===== src/rtl/hazard_ctrl.sv =====
// rtl/hazard_ctrl.sv - pipeline hazard, branch flush and divider occupancy controller
//
// Purpose:
//   Resolves load-use hazards, taken branch/jump redirects and multi-cycle
//   divide occupancy for the IF/ID/EX core. Drives the front-end stall, the
//   IR flush, the decoder flush (EX bubble) and the divider start handshake.
//   Keeps a watchdog on the divider and a saturating stall-cycle counter.
//
// Ports:
//   clk, rst        clock, asynchronous active-high reset
//   id_rs1, id_rs2  source register fields of the instruction in ID
//   ex_dst          destination register of the EX-stage instruction
//   ex_write_reg    EX-stage instruction writes a register
//   ex_info_load    EX-stage load kind (NOTLOAD when not a load)
//   ex_alucode      EX-stage ALU operation code
//   br_taken        EX-stage redirect (taken branch, JAL, JALR)
//   div_done        divider writeback pulse
//   stall           hold PC and IR                       (combinational)
//   flush_f         replace IR with a NOP                  (combinational)
//   flush_d         bubble into EX (decoder flush)         (combinational)
//   div_start       divider start pulse                    (combinational)
//   div_busy        divider occupied                       (registered)
//   div_err         sticky divider watchdog flag           (registered)
//   stall_cycles    saturating count of stalled cycles     (registered)

module hazard_ctrl #(
    parameter int unsigned DIV_TIMEOUT = 40,
    // Encodings shared with the decoder.
    parameter logic [2:0]  NOTLOAD     = 3'd0,
    parameter logic [4:0]  ALU_DIV     = 5'd20,
    parameter logic [4:0]  ALU_DIVU    = 5'd21,
    parameter logic [4:0]  ALU_REM     = 5'd22,
    parameter logic [4:0]  ALU_REMU    = 5'd23
) (
    input  logic        clk,
    input  logic        rst,
    input  logic [4:0]  id_rs1,
    input  logic [4:0]  id_rs2,
    input  logic [4:0]  ex_dst,
    input  logic        ex_write_reg,
    input  logic [2:0]  ex_info_load,
    input  logic [4:0]  ex_alucode,
    input  logic        br_taken,
    input  logic        div_done,
    output logic        stall,
    output logic        flush_f,
    output logic        flush_d,
    output logic        div_start,
    output logic        div_busy,
    output logic        div_err,
    output logic [31:0] stall_cycles
);

    typedef enum logic {
        RUN     = 1'b0,
        DIVWAIT = 1'b1
    } state_t;

    // The count holds the number of completed DIVWAIT cycles, so the cycle in
    // which it equals DIV_TIMEOUT-1 is the DIV_TIMEOUT-th waiting cycle.
    localparam logic [5:0] WD_LAST = 6'(DIV_TIMEOUT - 1);

    state_t      state_q, state_d;
    logic [5:0]  wd_cnt_q, wd_cnt_d;
    logic        div_busy_q;
    logic        div_err_q, div_err_d;
    logic [31:0] stall_cnt_q;

    logic is_div;
    logic ld_use;

    assign is_div = (ex_alucode == ALU_DIV)  || (ex_alucode == ALU_DIVU) ||
                    (ex_alucode == ALU_REM)  || (ex_alucode == ALU_REMU);

    // x0 is never a real producer, so ex_dst==0 can never create a hazard.
    assign ld_use = (ex_info_load != NOTLOAD) && ex_write_reg && (ex_dst != 5'd0) &&
                    ((ex_dst == id_rs1) || (ex_dst == id_rs2));

    always_comb begin
        state_d   = state_q;
        wd_cnt_d  = wd_cnt_q;
        div_err_d = div_err_q;
        stall     = 1'b0;
        flush_f   = 1'b0;
        flush_d   = 1'b0;
        div_start = 1'b0;

        case (state_q)
            RUN: begin
                if (br_taken) begin
                    flush_f = 1'b1;
                    flush_d = 1'b1;
                end else if (is_div) begin
                    div_start = 1'b1;
                    stall     = 1'b1;
                    flush_d   = 1'b1;
                    state_d   = DIVWAIT;
                    wd_cnt_d  = 6'd0;
                end else if (ld_use) begin
                    // The bubble inserted into EX clears ld_use next cycle.
                    stall   = 1'b1;
                    flush_d = 1'b1;
                end
            end

            DIVWAIT: begin
                // EX holds only bubbles here, so br_taken/ld_use are ignored.
                if (div_done) begin
                    state_d = RUN;
                end else if (wd_cnt_q == WD_LAST) begin
                    div_err_d = 1'b1;
                    state_d   = RUN;
                end else begin
                    stall    = 1'b1;
                    flush_d  = 1'b1;
                    wd_cnt_d = wd_cnt_q + 6'd1;
                end
            end

            default: begin
                state_d = RUN;
            end
        endcase
    end

    always_ff @(posedge clk or posedge rst) begin
        if (rst) begin
            state_q     <= RUN;
            wd_cnt_q    <= 6'd0;
            div_busy_q  <= 1'b0;
            div_err_q   <= 1'b0;
            stall_cnt_q <= 32'd0;
        end else begin
            state_q    <= state_d;
            wd_cnt_q   <= wd_cnt_d;
            div_busy_q <= (state_d == DIVWAIT);
            div_err_q  <= div_err_d;
            if (stall && (stall_cnt_q != 32'hFFFF_FFFF)) begin
                stall_cnt_q <= stall_cnt_q + 32'd1;
            end
        end
    end

    assign div_busy     = div_busy_q;
    assign div_err      = div_err_q;
    assign stall_cycles = stall_cnt_q;

endmodule


===== config.mk =====
export PLATFORM = sky130hd
export DESIGN_NAME = hazard_ctrl
export DESIGN_NICKNAME = d
export VERILOG_FILES = /design/src/rtl/hazard_ctrl.sv
export SDC_FILE = /design/constraint.sdc
export NUM_CORES = 1
export LEC_CHECK = 0
export ABC_AREA = 1
export CORE_MARGIN = 8
export CORE_UTILIZATION = 50
export CTS_BUF_LIST = sky130_fd_sc_hd__clkbuf_8
export DETAILED_ROUTE_END_ITERATION = 12
export DONT_BUFFER_PORTS = 1
export PLACE_DENSITY = 0.62
export RECOVER_POWER = 50
export SKIP_LAST_GASP = 1
export SYNTH_ARGS = -nofsm -noshare
export SYNTH_HDL_FRONTEND = slang
export SYNTH_SLANG_ARGS = --single-unit

===== constraint.sdc =====
create_clock -name clk -period 2.1 [get_ports clk]
set_input_delay 0.315 -clock clk [delete_from_list [all_inputs] [get_ports clk]]
set_output_delay 0.315 -clock clk [all_outputs]
set_load 0.03 [all_outputs]

==> qor.yml, run 1 <==
clock_tree:
  h-tree-depth: 2
  cts.sinks: 40
  clk_latency_ps: 290
  clockBufferDepth: 2
  clock-root-buffer: "clkbuf_8"
  cts_hold_buffers: 0
  cts-buffers-inserted: 5
  cts_tree: "built"
  clk_pin_slew_ps: 70
floorplan:
  core_um2: 5440
  start_util: 0.510
  die_w_um: 90.5
  die_h_um: 90.5
  die_area_um2: 8190
  std_cell_rows: 27
  io_pins: 66
route:
  drt-initial-drc-count: 137
  antenna_left: 0
  drc: 0
  viasPerCell: 5.12
  vias: 2670
  wire_per_inst_um: 14.3
  wl_um: 7430
  dr.pass1.iters: 4
setup_path:
  r2r_slack_ps: 160
  worstPathCellList: "ha_1 -> nand2_1 -> nor2_1 -> nand3_1 -> nand3b_1 -> nand2_4 -> buf_8"
  slowest_stage: "dfrtp_1"
  startpoint_type: "register"
  critical-path-max-stage-delay_ps: 400
  arrival_ps: 1630
  critPathMaxFanout: 16
  required_ps: 1780
  end_kind: "output pin"
  path_class: "register to output pin"
global_routing:
  grt_first_pass_wirelength_um: 12400
  grt_pass1_vias: 2604
  grtUsageTotal: 0.183
  grt_max_degree: 41
  antenna_found_initial: 0
  grt_overflow: 0
power:
  power.share.sequential: 0.496
  p_leak_nw: 1.65
  peakVddDrop_v: 0.000430
  switchingPower_uw: 553
  p_comb_frac: 0.205
  p_int_mw: 1.19
  p_per_area_nw_per_um2: 546
  p_clk_frac: 0.299
  swShare: 0.318
timing:
  setup_tns_ps: 0
  rsz0062_at_grt: "true"
  setup_viol: 0
  max_clock_freq_ghz: 0.513
  min_period_over_period: 0.928
  fin_worst_skew_ps: 5.04
  final-max-slew-violation-count: 0
  hold_viol_final: 0
  slew_headroom: 0.345
  worstMarginPinSlew_ps: 982
  fin_crit_ps: 1950
layout:
  drive_gt1_frac: 0.114
  syn_to_final_growth_pct: 14.9
  final_cells: 521
  nFillCells: 574
  antennaDiodeCount: 0
  multi_input_area_um2: 1580
  register_area_um2: 1000
  final_nets: 478
synth:
  synth.most_common_cell: "nand2_1"
  yosysSeqAreaShare: 0.361
  synth_top_flop_cell: "dfrtp_1"
  synth_edf_count: 0
  synth_common_cells: "nand2_1, nand3_1, dfrtp_1"
  synth-async-reset-ratio: 1.00
  syn_inst: 407
  synth_top_area_frac: 0.361
  yosysTopAreaCell: "dfrtp_1"
  yosys_register_bits: 40
  syn_nets: 437
  synth_area_um2: 2770
  synth.distinct_cells: 27
  yosys-top-cells-area: "dfrtp_1, nand2_1, nand3_1, xor2_1, nor2_1"
  synth.avg_cell_area_um2: 6.82
  yosys_warnings: 0
placement:
  gp_congestion: 0.912
  numPortBuffers: 0
  dp_hpwl_um: 5830
  placed_cells: 511
hold_path:
  hp-class: "input port to register"
flow_run:
  drv_cap: 0
status:
  status: "finished, final reports clean"
## final cells by class
class                   count  share of cell area
multi-input cells         317               0.495
repair buffers             42              0.0852
clock inverters             2             0.00235
flip-flops and latches     40               0.314
well taps                  72              0.0283
inverters                  42              0.0495
clock buffers               6              0.0259
## state kept, by name (all words and copies together), names as in the netlist
name	cells
stall_cycles	32
div_busy	1
wd_cnt_q	6
div_err	1
## cells in the final DEF (no fill, tap or decap), drive strengths merged, types with 20 or more instances in the layout
| cell | Yosys | final |
|---|---|---|
| nand2 | 155 | 155 |
| nand3 | 45 | 45 |
| buf | 8 | 28 |
| xor2 | 21 | 21 |
| dfrtp | 40 | 40 |
| nor2 | 41 | 41 |
| inv | 42 | 44 |
| nor3 | 23 | 23 |
| clkbuf | 0 | 20 |
## critical path: cells and delay by family (launching register included)
kind | cells | cell delay (ps)
buffers and inverters | 1 | 180
AND/OR/NAND/NOR | 5 | 550
flip-flops | 1 | 400
adder cells (fa/ha/maj) | 1 | 200
## per-stage QoR
step                instance area, µm²  hold slack, ps  total power, mW   util  setup slack [ps]
floorplan                         2770             411             1.14      -               162
global placement                  3110             364             1.23  0.571               109
detailed placement                3110             363             1.24  0.571              79.5
CTS                               3200            51.4             1.76  0.589              40.4
global route                      3190             104             1.84  0.586             -46.6
finish                            3190             114             1.74  0.586               152
## logic make-up (layout without fill, tap and decap cells)
| kind of cell | count (synthesis) | in the layout | share of synthesized area |
|---|---|---|---|
| flip-flops | 40 | 40 | 0.361 |
| XOR/XNOR | 28 | 28 | 0.0884 |
| buffers and inverters | 50 | 92 | 0.0771 |
| adder cells (fa/ha/maj) | 2 | 2 | 0.00902 |
| AND/OR/NAND/NOR | 280 | 280 | 0.450 |
| AO/OA/AOI/OAI | 7 | 7 | 0.0144 |
## power groups by stage
stage,Combinational (mW),Clock (mW),Sequential [mW]
finish,0.357,0.520,0.864
global route,0.412,0.563,0.869
CTS,0.361,0.538,0.864
detailed placement,0.360,0,0.879
global placement,0.352,0,0.876
floorplan,0.193,0,0.943
## routing by layer
layer  global-route usage  routed length (µm)  vias up  part of all wire
met2                0.303                3550       51              0.48
met5                    0                   0        -                 0
met3               0.0441                 441        6             0.059
met4               0.0472                  70        0            0.0094
met1                0.230                3370     1244              0.45
li1                     -                   -     1369                 -
## path summary, 6_finish.rpt
kind	start	end	cells past startpoint
max reg2reg	stall_cycles[0]	stall_cycles[31]	9
max in group asynchronous	rst	stall_cycles[30]	2
min in group asynchronous	rst	stall_cycles[25]	2
max	wd_cnt_q[1]	stall	7
min	div_done	div_err	1
min reg2reg	wd_cnt_q[1]	wd_cnt_q[1]	2
## timing repair
action,4_1_cts,5_1_grt
pin swaps,0,1
resized for setup,1,4
buffers inserted,0,2
endpoints found under the setup margin,1,33
(Power assumes the default switching activity.)
==> run 2, diff against run 1 <==
--- a/config.mk
+++ b/config.mk
@@ -6,6 +6,7 @@
 export NUM_CORES = 1
 export LEC_CHECK = 0
 export ABC_AREA = 1
+export CORE_ASPECT_RATIO = 1.2
 export CORE_MARGIN = 8
 export CORE_UTILIZATION = 50
 export CTS_BUF_LIST = sky130_fd_sc_hd__clkbuf_8
==> run 2 against run 1 <==
Effect of this change:
- cell count is 1.9% lower
- non-clock buffer count stayed put
- first-iteration DRC count is 15% higher
- sequential cell count stayed put
- highest routed layer unchanged
- clock skew is 3.9 ps higher
- power is 1.5% higher
- register-to-register slack hardly changed
- routed wire length is 0.11% higher
- global-route usage hardly changed
==> qor.yml, run 2 (same netlist as run 1, synthesis figures left out) <==
setup_path:
  critPathMaxFanout: 16
  arrival_ps: 1650
  end_kind: "output pin"
  slowest_stage: "dfrtp_1"
  crit_buf_inv: 1
  worstPathCellList: "ha_1 -> nand2_1 -> nor2_1 -> nand3_1 -> nand3b_1 -> nand2_2 -> buf_8"
  critical-path-max-stage-delay_ps: 400
  startpoint_type: "register"
  required_ps: 1780
  path_class: "register to output pin"
  crit_family: "simple AND/OR/NAND/NOR gates"
  r2r_slack_ps: 150
layout:
  final_cells: 511
  nFillCells: 552
  drive_gt1_frac: 0.129
  syn_to_final_growth_pct: 14.9
  layout_commonest_cell: "nand2_1"
  final_nets: 478
  layout_common_cells: "nand2_1, nand3_1, dfrtp_1, nor2_1, inv_1"
  antennaDiodeCount: 0
  largest_reg_flops: 32
floorplan:
  die_area_um2: 8200
  die_h_um: 97.6
  core_um2: 5330
  io_pins: 66
  start_util: 0.520
  std_cell_rows: 29
  die_w_um: 84.0
timing:
  worstMarginPinSlew_ps: 1000
  max_clock_freq_ghz: 0.509
  hold_viol_final: 0
  setup_viol: 0
  fin_worst_skew_ps: 8.89
  rsz0062_at_grt: "true"
  slew_headroom: 0.330
  min_period_over_period: 0.936
  fin_crit_ps: 1970
  final-max-slew-violation-count: 0
route:
  drt-initial-drc-count: 157
  wl_met1_um: 3260
  dr_wl_met3_um: 459
  top_layer: "met4"
  dr.pass1.iters: 4
  viasPerCell: 5.23
  antenna_left: 0
  wire_per_inst_um: 14.6
  dr_wl_met2_um: 3590
  vias: 2673
  drc: 0
  wl_um: 7440
placement:
  numPortBuffers: 0
  placed_cells: 502
  dp_hpwl_um: 5840
  gp_congestion: 0.911
global_routing:
  antenna_found_initial: 0
  grt_first_pass_wirelength_um: 12400
  grtUsageTotal: 0.182
  grt_overflow: 0
  grt_pass1_vias: 2536
  grt_max_degree: 41
clock_tree:
  h-tree-depth: 2
  cts.sinks: 40
  cts-buffers-inserted: 5
  clk_pin_slew_ps: 80
  cts_tree: "built"
  clock-root-buffer: "clkbuf_8"
  clk_latency_ps: 300
  clockBufferDepth: 2
status:
  status: "finished, final reports clean"
power:
  p_leak_nw: 1.67
  peakVddDrop_v: 0.000541
  p_per_area_nw_per_um2: 555
  finalPower_mw: 1.77
flow_run:
  drv_cap: 0
hold_path:
  hp-class: "input port to register"
run 2: cell types whose count changed in the layout (fill, tap and decap cells not counted):
cell,before,now
nor2_4,2,1
inv_1,40,38
nand2_2,1,2
buf_4,27,32
clkinv_2,0,2
clkbuf_1,13,8
nand2_4,1,0
nor2_2,0,1
run 2: layer usage:
metal,global-route usage,vias to the layer above
met4,0.0559,0
li1,-,1369
met3,0.0478,12
met1,0.227,1229
met2,0.297,63
met5,0,-
run 2: stage by stage:
| stage | cell area (µm²) | util | setup WS [ps] | hold WS (ps) | TNS (ps) |
|---|---|---|---|---|---|
| 6_report | 3190 | 0.597 | 135 | 101 | 0 |
| 5_1_grt | 3190 | 0.597 | -10.8 | 95.1 | -10.8 |
| 4_1_cts | 3200 | 0.600 | 48.2 | 41.3 | 0 |
| 3_5_place_dp | 3100 | 0.582 | 162 | 362 | 0 |
| 3_3_place_gp | 3100 | 0.582 | 183 | 359 | 0 |
| 2_1_floorplan | 2770 | - | 162 | 411 | 0 |
run 2: final timing paths:
path | cells after the start | to | start
worst max register to register | 9 | stall_cycles[28] | stall_cycles[1]
worst max-delay path | 7 | stall | wd_cnt_q[1]
min in group asynchronous | 2 | div_busy | rst
worst min-delay path | 1 | div_err | div_done
max in group asynchronous | 2 | stall_cycles[14] | rst
worst min register to register | 2 | wd_cnt_q[1] | wd_cnt_q[1]
run 2: timing repair:
action	4_1_cts	5_1_grt
pin swaps	0	1
gates resized for setup	1	2
setup buffers	0	1
hold buffers	0	0
endpoints found under the setup margin	1	31
run 2: power by group:
part	internal [mW]	total (mW)	switching [mW]	leakage [nW]
clock	0.262	0.543	0.280	0.0510
combinational	0.119	0.372	0.253	1.07
sequential	0.818	0.853	0.0342	0.546
total	1.20	1.77	0.567	1.67
run 2: worst register-to-register path, stage by stage, from the launching register on:
cell and delay [ps]:
dfrtp_1 350, ha_1 200, inv_1 100, nor2_2 250, nand2_2 160, nor2_4 190, nand4_4 180, buf_4 270
nand3_1 110, nand2_1 60
run 2: final cells by class:
cell class	count	area, µm²	share of cell area
well taps	62	77.6	0.0243
clock buffers	6	82.6	0.0259
flip-flops and latches	40	1000	0.314
repair buffers	42	290	0.0911
multi-input cells	317	1570	0.492
clock inverters	2	10.0	0.00314
inverters	42	158	0.0495
